[src/rtl/detect_event_display_pkg.sv]
// Shared constants for the detect-event display slice.
// Holds the active-low segment patterns {dp,g,f,e,d,c,b,a} and the digit
// enable codes; dp is always off (1) in every pattern.
package detect_event_display_pkg;

   localparam logic [7:0] SEG_0     = 8'hC0;
   localparam logic [7:0] SEG_1     = 8'hF9;
   localparam logic [7:0] SEG_2     = 8'hA4;
   localparam logic [7:0] SEG_3     = 8'hB0;
   localparam logic [7:0] SEG_4     = 8'h99;
   localparam logic [7:0] SEG_5     = 8'h92;
   localparam logic [7:0] SEG_6     = 8'h82;
   localparam logic [7:0] SEG_7     = 8'hF8;
   localparam logic [7:0] SEG_8     = 8'h80;
   localparam logic [7:0] SEG_9     = 8'h90;
   localparam logic [7:0] SEG_BLANK = 8'hFF;

   // an is active-low: bit 0 enables units, bit 1 enables tens.
   localparam logic [1:0] AN_UNITS  = 2'b10;
   localparam logic [1:0] AN_TENS   = 2'b01;

endpackage

[src/rtl/bcd_to_seg7.sv]
// Combinational BCD digit to active-low 7-segment pattern decoder.
// Ports: bcd (4-bit digit in), seg (8-bit {dp,g,f,e,d,c,b,a} out, active-low).
// Non-BCD codes blank the digit.
module bcd_to_seg7
   import detect_event_display_pkg::*;
(
   input  logic [3:0] bcd,
   output logic [7:0] seg
);

   always_comb begin
      seg = SEG_BLANK;
      case (bcd)
         4'd0:    seg = SEG_0;
         4'd1:    seg = SEG_1;
         4'd2:    seg = SEG_2;
         4'd3:    seg = SEG_3;
         4'd4:    seg = SEG_4;
         4'd5:    seg = SEG_5;
         4'd6:    seg = SEG_6;
         4'd7:    seg = SEG_7;
         4'd8:    seg = SEG_8;
         4'd9:    seg = SEG_9;
         default: seg = SEG_BLANK;
      endcase
   end

endmodule

[src/rtl/detect_event_display.sv]
// Counts rising edges of 'detect' as a 2-digit BCD tally with sticky wrap flag,
// and scans the tally onto a 2-digit multiplexed active-low 7-segment display.
// Ports: clk/rst (async active-low), detect, clr -> count_bcd, ovf, an, seg.
module detect_event_display
   import detect_event_display_pkg::*;
#(
   parameter int SCAN_DIV = 100000,
   parameter int CNT_MAX  = 99
)(
   input  logic       clk,
   input  logic       rst,
   input  logic       detect,
   input  logic       clr,
   output logic [7:0] count_bcd,
   output logic       ovf,
   output logic [1:0] an,
   output logic [7:0] seg
);

   localparam int         SCW         = (SCAN_DIV > 2) ? $clog2(SCAN_DIV) : 1;
   localparam logic [SCW-1:0] SCAN_LAST = SCW'(SCAN_DIV - 1);
   localparam logic [7:0] CNT_MAX_BCD = {4'(CNT_MAX / 10), 4'(CNT_MAX % 10)};

   logic           r_det_d;
   logic [7:0]     r_count;
   logic           r_ovf;
   logic [SCW-1:0] r_scan_cnt;
   logic [1:0]     r_an;
   logic [7:0]     r_seg;

   logic           w_inc;
   logic           w_wrap;
   logic [7:0]     w_cnt_nxt;
   logic           w_scan_last;
   logic [1:0]     w_an_nxt;
   logic [3:0]     w_digit_nxt;
   logic [7:0]     w_seg_nxt;

   assign w_inc  = detect & ~r_det_d;
   assign w_wrap = w_inc && (r_count == CNT_MAX_BCD);

   // Next count: clear wins over increment.
   always_comb begin
      w_cnt_nxt = r_count;
      if (clr) begin
         w_cnt_nxt = 8'h00;
      end else if (w_inc) begin
         if (r_count == CNT_MAX_BCD) begin
            w_cnt_nxt = 8'h00;
         end else if (r_count[3:0] == 4'd9) begin
            w_cnt_nxt = {r_count[7:4] + 4'd1, 4'd0};
         end else begin
            w_cnt_nxt = {r_count[7:4], r_count[3:0] + 4'd1};
         end
      end
   end

   assign w_scan_last = (r_scan_cnt == SCAN_LAST);
   assign w_an_nxt    = w_scan_last ? ~r_an : r_an;

   // Segments are decoded from the post-update count and post-update select,
   // so the pattern lands on the same edge as the count/digit change.
   assign w_digit_nxt = (w_an_nxt == AN_UNITS) ? w_cnt_nxt[3:0] : w_cnt_nxt[7:4];

   bcd_to_seg7 u_dec (
      .bcd (w_digit_nxt),
      .seg (w_seg_nxt)
   );

   always_ff @(posedge clk or negedge rst) begin
      if (!rst) begin
         r_det_d    <= 1'b0;
         r_count    <= 8'h00;
         r_ovf      <= 1'b0;
         r_scan_cnt <= '0;
         r_an       <= AN_UNITS;
         r_seg      <= SEG_0;
      end else begin
         // det_d tracks detect even during clr so a held level is not recounted.
         r_det_d    <= detect;
         r_count    <= w_cnt_nxt;
         if (clr) begin
            r_ovf <= 1'b0;
         end else if (w_wrap) begin
            r_ovf <= 1'b1;
         end
         r_scan_cnt <= w_scan_last ? '0 : r_scan_cnt + 1'b1;
         r_an       <= w_an_nxt;
         r_seg      <= w_seg_nxt;
      end
   end

   assign count_bcd = r_count;
   assign ovf       = r_ovf;
   assign an        = r_an;
   assign seg       = r_seg;

endmodule

[config.mk]
export PLATFORM = sky130hd
export DESIGN_NAME = detect_event_display
export DESIGN_NICKNAME = d
export VERILOG_FILES = /design/src/rtl/detect_event_display_pkg.sv /design/src/rtl/bcd_to_seg7.sv /design/src/rtl/detect_event_display.sv
export SDC_FILE = /design/constraint.sdc
export NUM_CORES = 1
export LEC_CHECK = 0
export BUFFER_PORTS_ARGS = -buffer_cell sky130_fd_sc_hd__clkbuf_2
export CORE_ASPECT_RATIO = 1.4
export CORE_MARGIN = 10
export CORE_UTILIZATION = 62
export CTS_CLUSTER_DIAMETER = 200
export CTS_CLUSTER_SIZE = 25
export DETAILED_ROUTE_END_ITERATION = 8
export PLACE_DENSITY = 0.84
export RECOVER_POWER = 100
export SLEW_MARGIN = 25
export SYNTH_ARGS = -nofsm -noshare
export SYNTH_HDL_FRONTEND = slang
export SYNTH_HIERARCHICAL = 1
export SYNTH_SLANG_ARGS = --single-unit
[constraint.sdc]
create_clock -name clk -period 6.4 [get_ports clk]
set_input_delay 1.28 -clock clk [delete_from_list [all_inputs] [get_ports clk]]
set_output_delay 1.28 -clock clk [all_outputs]
set_load 0.01 [all_outputs]
After elaboration in Yosys (flattened, before gate mapping)
Memory sizes are Yosys's and may differ from the RTL's. A register that Yosys moved wholly into a read port is not among the register bits.
Index checks and enable logic that the tools add are counted.

storage, ports and cells
  register bits = 37
  bits in latches = 0
  bits in writable memories = 0
  bits in read-only memories = 112
  input port bits = 4
  output and inout bits = 19
  logic and storage cells = 29
  memories kept = 1

operators by class
  add/subtract/negate cells = 3
  multipliers = 0
  div/mod/pow operators = 0
  $lt $le $gt $ge = 0
  equality and inequality tests = 4
  shift operators = 0
  muxes and demuxes = 9
  bitwise gates (word level) = 3
  reduce and logical (&&, ||, !) cells = 3

memories
  name             depth  bits a word  rd ports  clocked after Yosys merged registers in  wr ports  RTL line           RTL
  (no name shown)  16     7            1         1                                        0         bcd_to_seg7.sv:13  case (bcd)

operators by type and width
  kind                   count
  $mux 8                 4
  $add 17x1->17 const B  1
  $eq 17x17->1 const B   1
  $mux 17                1
  $add 4x1->4 const B    2
  $eq 8x8->1 const B     1
  $eq 4x4->1 const B     1
  $mux 4                 1
  $eq 2x2->1 const B     1
  $mux 1                 2
  $mux 2                 1
  $not 2->2              1
  $reduce_bool 2->1      1
  $and 1x1->1            1
  $logic_and 1x1->1      1
  $logic_not 1->1        1
  $not 1->1              1

Logic depth before layout (Yosys ltp)
Gate-level depths: netlist of the first run.

  word-level depth = 6
  gate-level depth with buffers = 12

By module
Netlist of the first run, hierarchy kept.

by module, submodules not included
  module                instances  cells an instance  area each (um^2)
  detect_event_display  1          175                1845.5
  bcd_to_seg7           1          35                 221.5

Least setup slack after synthesis of the first run
No wires, ideal clock.

  path kind = input to register
  from = input port detect
  to = register r_seg[3], in the netlist seg[3]
  library setup time = 0.130 ns
  arrival time = 3.159 ns
  data required time = 6.270 ns
  slack = 3.111 ns
  stages = 10
  path through = nor2b_1 mux2_2 o221ai_1 o21ai_1 a221oi_2 inv_1 ha_1 or2_1 a21oi_2 a31oi_1

on the way
  cells in the longest elaborated chain, start to end = 4

RTL lines
  item                      RTL line                    RTL
  from (decl)               detect_event_display.sv:12  input logic detect,
  $and 1x1->1               detect_event_display.sv:39  assign w_inc = detect & ~r_det_d;
  $mux 8                    detect_event_display.sv:47  end else if (w_inc) begin
  $mux 8                    detect_event_display.sv:45  if (clr) begin
  $mux 4                    detect_event_display.sv:63  assign w_digit_nxt = (w_an_nxt == AN_UNITS) ? w_cnt_nxt[3:0] : w_cnt_nxt[7:4];
  named net w_digit_nxt[1]  detect_event_display.sv:36  logic [3:0] w_digit_nxt;
  to (decl)                 detect_event_display.sv:29  logic [7:0] r_seg;

The timed path passes the listed nets, and every way through them passes these cells.
A chain may end at the register's enable or synchronous reset.

Worst setup path after layout of the first run
  from = input port detect
  to = register r_seg[3], in the netlist seg[3]

on the way
  cells in the longest elaborated chain, start to end = 4

RTL lines
  item                      RTL line                    RTL
  $and 1x1->1               detect_event_display.sv:39
  $mux 8                    detect_event_display.sv:47
  $mux 8                    detect_event_display.sv:45
  named net w_cnt_nxt[5]    detect_event_display.sv:33  logic [7:0] w_cnt_nxt;
  $mux 4                    detect_event_display.sv:63
  named net w_digit_nxt[1]  detect_event_display.sv:36

The timed path passes the listed nets, and every way through them passes these cells.

==> results.cfg, run 1 <==
[sta]
slew_violations = 38
worst_slew_pin_slew_ns = 1.943
period_needed_ns = 4.452
worst_slack_ns = 1.948
relSlewSlack_pct = -29.53
clock_skew_ns = 0.01442
finalSetupTns_ns = 0
fin_crit_sh_pct = 69.56
hold_viol_final = 0
max_freq_mhz = 224.6
rsz0062_at_grt = false
setup_violations = 0

[place]
dp_cells = 263
port_buffers = 22
gp_congestion = 0.8744
hpwl_mm = 3.036
dpl_cell_area_mm2 = 0.002172
place_ws_ns = 2.011

[final_layout]
antenna_cells = 0
final_nets = 245
final_area_mm2 = 0.002203
finalNonFillerCells = 271
syn_to_final_growth_pct = 6.598
post_route_cells_drive_above_1_share_pct = 7.328

[clock_network]
cts_max_path_buffers = 2
cts_tree = done
clock-sinks = 37
htreeDepth = 2
holdBufCountCts = 0
clkTransAtPathRegs_ns = 0.07
post_cts_buffers = 0
root_buffer = clkbuf_8
clk_latency_ns = 0.29
ctsResizeCount = 0
numCtsBuffers = 5

[yosys]
synthArstFlopShare_pct = 100.0
synth-seq-cells = 37
postSynthCellCount = 210
synthDominantCellAreaShare_pct = 41.16
synthesis.nets = 224
syn_area_per_cell_um2 = 9.843
ys_seq_area_share_pct = 44.98
yosys.area.top_type = dfrtp_1
synth_most_common_cell = dfrtp_1
synth_edf_count = 0
synth_area_mm2 = 0.002067
ys_warn_count = 6
synth_ff_type = dfrtp_1
ys_top_cells_by_count = 34 x dfrtp_1, 23 x nor2_1, 15 x nand2_1
synth_cell_type_count = 51
synth_area_leaders = dfrtp_1 41%, ha_1 6.1%, nor2_1 4.2%, dfstp_2 3.8%, xnor2_1 3.4%

[power_and_ir_drop]
switching_share_pct = 22.63
powerDensity_mw_per_mm2 = 185.4
power.total_mw = 0.4085
sequentialPowerShare_pct = 58.0
total_leakage_power_nw = 0.9676
pwr-share-comb_pct = 3.7
p_int_mw = 0.3160
ir_drop_mv = 0.1724
pwr-share-clk_pct = 38.3
netSwitchingPower_mw = 0.09242

[drt]
ant_nets = 0
routed_wl_mm = 4.195
firstDrtPassIters = 4
drtIter0Drc = 108
wl_per_cell_um = 15.48
viasPerCell = 5.893
drcViolationCount = 0
route.vias.total = 1597

[die]
rows = 24
die_w_um = 68.80
core_area_mm2 = 0.003153
ios = 23
die_y_um = 88.32
initial_core_util_pct = 65.56
die_area_mm2 = 0.006076

[worst_setup_path]
crit_arrival_ns = 4.57
cp_max_fo = 9
setup.worst_path.end_class = flop
critPathLaunchType = input pin
critPathRequiredTime_ns = 6.52
critPathKind = in -> reg

[global_routing]
antenna_found_initial = 0
grt_max_degree = 38
grt_overflow = 0
grt_pass1_vias = 1550
grt_first_pass_wirelength_mm = 7.210
grtUsageTotal_pct = 15.46

[status]
violations = max-capacitance violations, max-slew violations
status = complete, but fails checks

[worst_hold_path]
hold_path_class = reg -> reg

[run]
cap_violations = 1
==> power groups by stage <==
stage,registers [mW],clock network (mW),logic [mW]
5_1_grt,0.237,0.171,0.0172
2_1_floorplan,0.242,0,0.00688
3_3_place_gp,0.241,0,0.0157
4_1_cts,0.237,0.160,0.0158
6_report,0.237,0.156,0.0151
3_5_place_dp,0.241,0,0.0158
==> area by class of cell <==
type                    count  area (um^2)
well taps                  39        48.80
clock inverters             1        5.005
clock buffers               7        76.32
repair buffers             22        85.08
inverters                   8        30.03
flip-flops and latches     37        929.6
multi-input cells         157         1028
fillers                   276        949.7
==> layout by cell type (no fill, tap or decap), types with 2 or more instances in the layout <==
master,n
o21ai_0,9
or3_1,2
o22ai_1,3
a21o_1,2
nor3_1,3
clkbuf_2,2
clkbuf_8,5
or2_2,2
xnor2_1,8
nand2_1,15
dfstp_2,2
o21ai_1,2
xor2_1,8
nand2b_1,6
and3_1,2
dfrtp_1,34
nand3b_1,2
ha_1,10
nand4_1,5
o221ai_1,3
a21oi_1,11
a221oi_1,2
nand3_1,8
nand4b_1,2
and2_0,3
inv_1,8
nor2_1,24
and4_1,3
a211oi_1,5
clkbuf_1,22
==> logic make-up after synthesis <==
group	after synthesis	share of synthesized area (%)
simple gates	86	23.18
other cells	1	0.1814
xor+xnor	16	6.780
compound gates	43	14.23
fa+ha+maj	10	6.053
flops	37	44.98
buf+inv	16	4.055
mux	1	0.5448
==> critical path: stages <==
cell	delay (ns)
clkbuf_1	0.15
nor4bb_1	0.95
nand4b_1	0.17
a21oi_1	0.33
o22ai_1	0.12
a221oi_1	0.65
inv_1	0.21
ha_1	0.23
or2_1	0.21
a21oi_1	0.20
a31oi_1	0.06
==> worst paths after layout <==
check,startpoint,to,slack [ns],cells after the start
max,detect,seg[3],1.95,11
min,r_scan_cnt[4],r_scan_cnt[4],0.49,1
max reg2reg,count_bcd[2],seg[3],2.62,10
min reg2reg,r_scan_cnt[4],r_scan_cnt[4],0.49,1
max in group asynchronous,rst,r_scan_cnt[4],3.75,1
min in group asynchronous,rst,count_bcd[4],1.52,1
==> metrics by stage <==
stage / util, % / hold WS, ns
after floorplan: - / 0.4501
after global routing: 69.88 / 0.5177
after global placement: 68.89 / 0.4780
final: 69.88 / 0.4923
after detailed placement: 68.89 / 0.4807
after CTS: 71.47 / 0.4914
==> sequential cells by signal (all words and copies together), names as in the netlist <==
register,flops
an,2
count_bcd,8
ovf,1
r_det_d,1
r_scan_cnt,17
seg,8
==> layer usage <==
metal	share of wire (%)	vias up	GRT usage, %
li1	-	781	-
met1	40	774	17.22
met2	52	35	25.90
met3	5.3	7	4.557
met4	2.0	0	7.554
met5	0	-	0
Note: power is estimated with default switching activity, not from simulation.
==> inputs of run 2 (changes only) <==
--- a/config.mk
+++ b/config.mk
@@ -8,11 +8,11 @@
 export BUFFER_PORTS_ARGS = -buffer_cell sky130_fd_sc_hd__clkbuf_2
 export CORE_ASPECT_RATIO = 1.4
 export CORE_MARGIN = 10
-export CORE_UTILIZATION = 62
+export CORE_UTILIZATION = 58
 export CTS_CLUSTER_DIAMETER = 200
 export CTS_CLUSTER_SIZE = 25
 export DETAILED_ROUTE_END_ITERATION = 8
-export PLACE_DENSITY = 0.84
+export PLACE_DENSITY = 0.79
 export RECOVER_POWER = 100
 export SLEW_MARGIN = 25
 export SYNTH_ARGS = -nofsm -noshare
==> constraint.sdc (replaced) <==
create_clock -name clk -period 4.3 [get_ports clk]
set_input_delay 0.86 -clock clk [delete_from_list [all_inputs] [get_ports clk]]
set_output_delay 0.86 -clock clk [all_outputs]
set_load 0.01 [all_outputs]
==> results.cfg, run 2 (synthesis results as in run 1) <==
[worst_setup_path]
path_cells = ha_1 > and4_1 > nand2_1 > nor2_1 > o22ai_1 > a221oi_2 > inv_1 > ha_1 > or2_0 > a21oi_2 > a31oi_1
r2r.worst_path.cells = 11
r2r-end = seg[3]
crit_path_top_delay_cell = nor2_1
critPathLaunchType = flop
rr_startpoint = r_scan_cnt[0]
worst_path_dominant_cell_family = simple AND/OR/NAND/NOR gates
critPathRequiredTime_ns = 4.47
cp_max_fo = 12
crit_top_cell = ha_1
critPathKind = reg -> reg
r2r_slack_ns = 0.85
crit_arrival_ns = 3.62
cp_num_buf_inv = 1
crit_path_max_incr_delay_ns = 0.65
setup.worst_path.end_class = flop

[final_layout]
nFillCells = 293
final_area_mm2 = 0.002231
final_nets = 247
layout_common_cells = 34 x dfrtp_1, 24 x nor2_1, 22 x clkbuf_1
final_core_util_pct = 65.43
largest_reg_flops = 17
syn_to_final_growth_pct = 7.930
final_common_cell = dfrtp_1
antenna_cells = 0
largest-register = r_scan_cnt
finalNonFillerCells = 273
post_route_cells_drive_above_1_share_pct = 8.584

[sta]
rsz0062_at_grt = false
hold_viol_final = 0
period_needed_ns = 3.447
max_freq_mhz = 290.1
slew_violations = 38
relSlewSlack_pct = -28.84
worst_slew_pin_slew_ns = 1.933
fin_crit_sh_pct = 80.17
worst_slack_ns = 0.8526
finalSetupTns_ns = 0
clock_skew_ns = 0.007381
setup_violations = 0
holdWs_ns = 0.4991

[worst_hold_path]
worstHoldPathCells = 1
hp-start = r_scan_cnt[8]
hold_path_end = r_scan_cnt[8]
hold_path_class = reg -> reg

[status]
status = complete, but fails checks
violations = max-capacitance violations, max-slew violations

[power_and_ir_drop]
total_leakage_power_nw = 0.9803
power.total_mw = 0.6163
ir_drop_mv = 0.2989
powerDensity_mw_per_mm2 = 276.3

[die]
die_area_mm2 = 0.006386
die_y_um = 90.64
initial_core_util_pct = 60.62
rows = 25
core_area_mm2 = 0.003410
ios = 23
die_w_um = 70.46

[clock_network]
cts_max_path_buffers = 2
cts_tree = done
root_buffer = clkbuf_8
htreeDepth = 2
clkTransAtPathRegs_ns = 0.07
clock-sinks = 37
ctsResizeCount = 0
holdBufCountCts = 0
post_cts_buffers = 0
clk_latency_ns = 0.29
numCtsBuffers = 5

[global_routing]
grt_pass1_vias = 1745
grt_max_degree = 38
antenna_found_initial = 0
grt_first_pass_wirelength_mm = 7.596
grt_overflow = 0
grtUsageTotal_pct = 14.14

[place]
dpl_cell_area_mm2 = 0.002188
hpwl_mm = 3.105
port_buffers = 22
place_ws_ns = 0.9368
gp_congestion = 0.9103
dp_cells = 266

[drt]
route.vias.total = 1608
wl_per_cell_um = 15.47
drtIter0Drc = 118
ant_nets = 0
drcViolationCount = 0
firstDrtPassIters = 4
viasPerCell = 5.890
routed_wl_mm = 4.222

[run]
cap_violations = 1
==> run 2: cell count changes in the layout (fill, tap and decap cells not counted) <==
cell      previous run  this run
a221oi_1             2         1
or2_0                0         1
and2_1               1         3
clkbuf_8             5         6
a221oi_2             0         1
or2_1                1         0
a21oi_2              0         1
clkinv_2             1         0
and2_0               3         1
buf_4                0         1
a21oi_1             11        10
==> run 2: final cells by class <==
| class | count | area, um^2 | area share (%) |
|---|---|---|---|
| multi-input combinational | 157 | 1039 | 46.55 |
| sequential | 37 | 929.6 | 41.67 |
| timing repair buffer | 24 | 96.34 | 4.319 |
| clock buffer | 7 | 86.33 | 3.870 |
| tap | 40 | 50.05 | 2.243 |
| inverter | 8 | 30.03 | 1.346 |
==> run 2: routing by layer <==
layer	global-route usage (%)	share of wire, %	vias up
met5	0	0	-
met4	6.931	2.7	0
met3	4.290	4.9	11
met2	25.08	53	32
met1	14.40	40	778
li1	-	-	787
==> run 2: worst max path at each step <==
stage          cells past startpoint  endpoint  slack [ns]          start
6_report                          11    seg[3]        0.85  r_scan_cnt[0]
2_1_floorplan                     10    seg[3]        1.43         detect
4_1_cts                           11    seg[3]        1.22  r_scan_cnt[0]
3_5_place_dp                      12    seg[3]        0.94         detect
5_1_grt                           11    seg[0]        0.49  r_scan_cnt[0]
3_3_place_gp                      12    seg[3]        1.02         detect
==> run 2: where the power goes <==
part           internal [mW]  switching, mW  leakage [nW]
Clock                  0.127          0.115        0.0443
Sequential             0.351        0.00214         0.489
Combinational        0.00630         0.0156         0.447
Total                  0.484          0.132         0.980
==> run 2: worst register-to-register path: stages (launching register included) <==
cell	delay, ns
dfrtp_1	0.40
ha_1	0.22
and4_1	0.32
nand2_1	0.18
nor2_1	0.65
o22ai_1	0.22
a221oi_2	0.51
inv_1	0.18
ha_1	0.21
or2_0	0.22
a21oi_2	0.17
a31oi_1	0.06
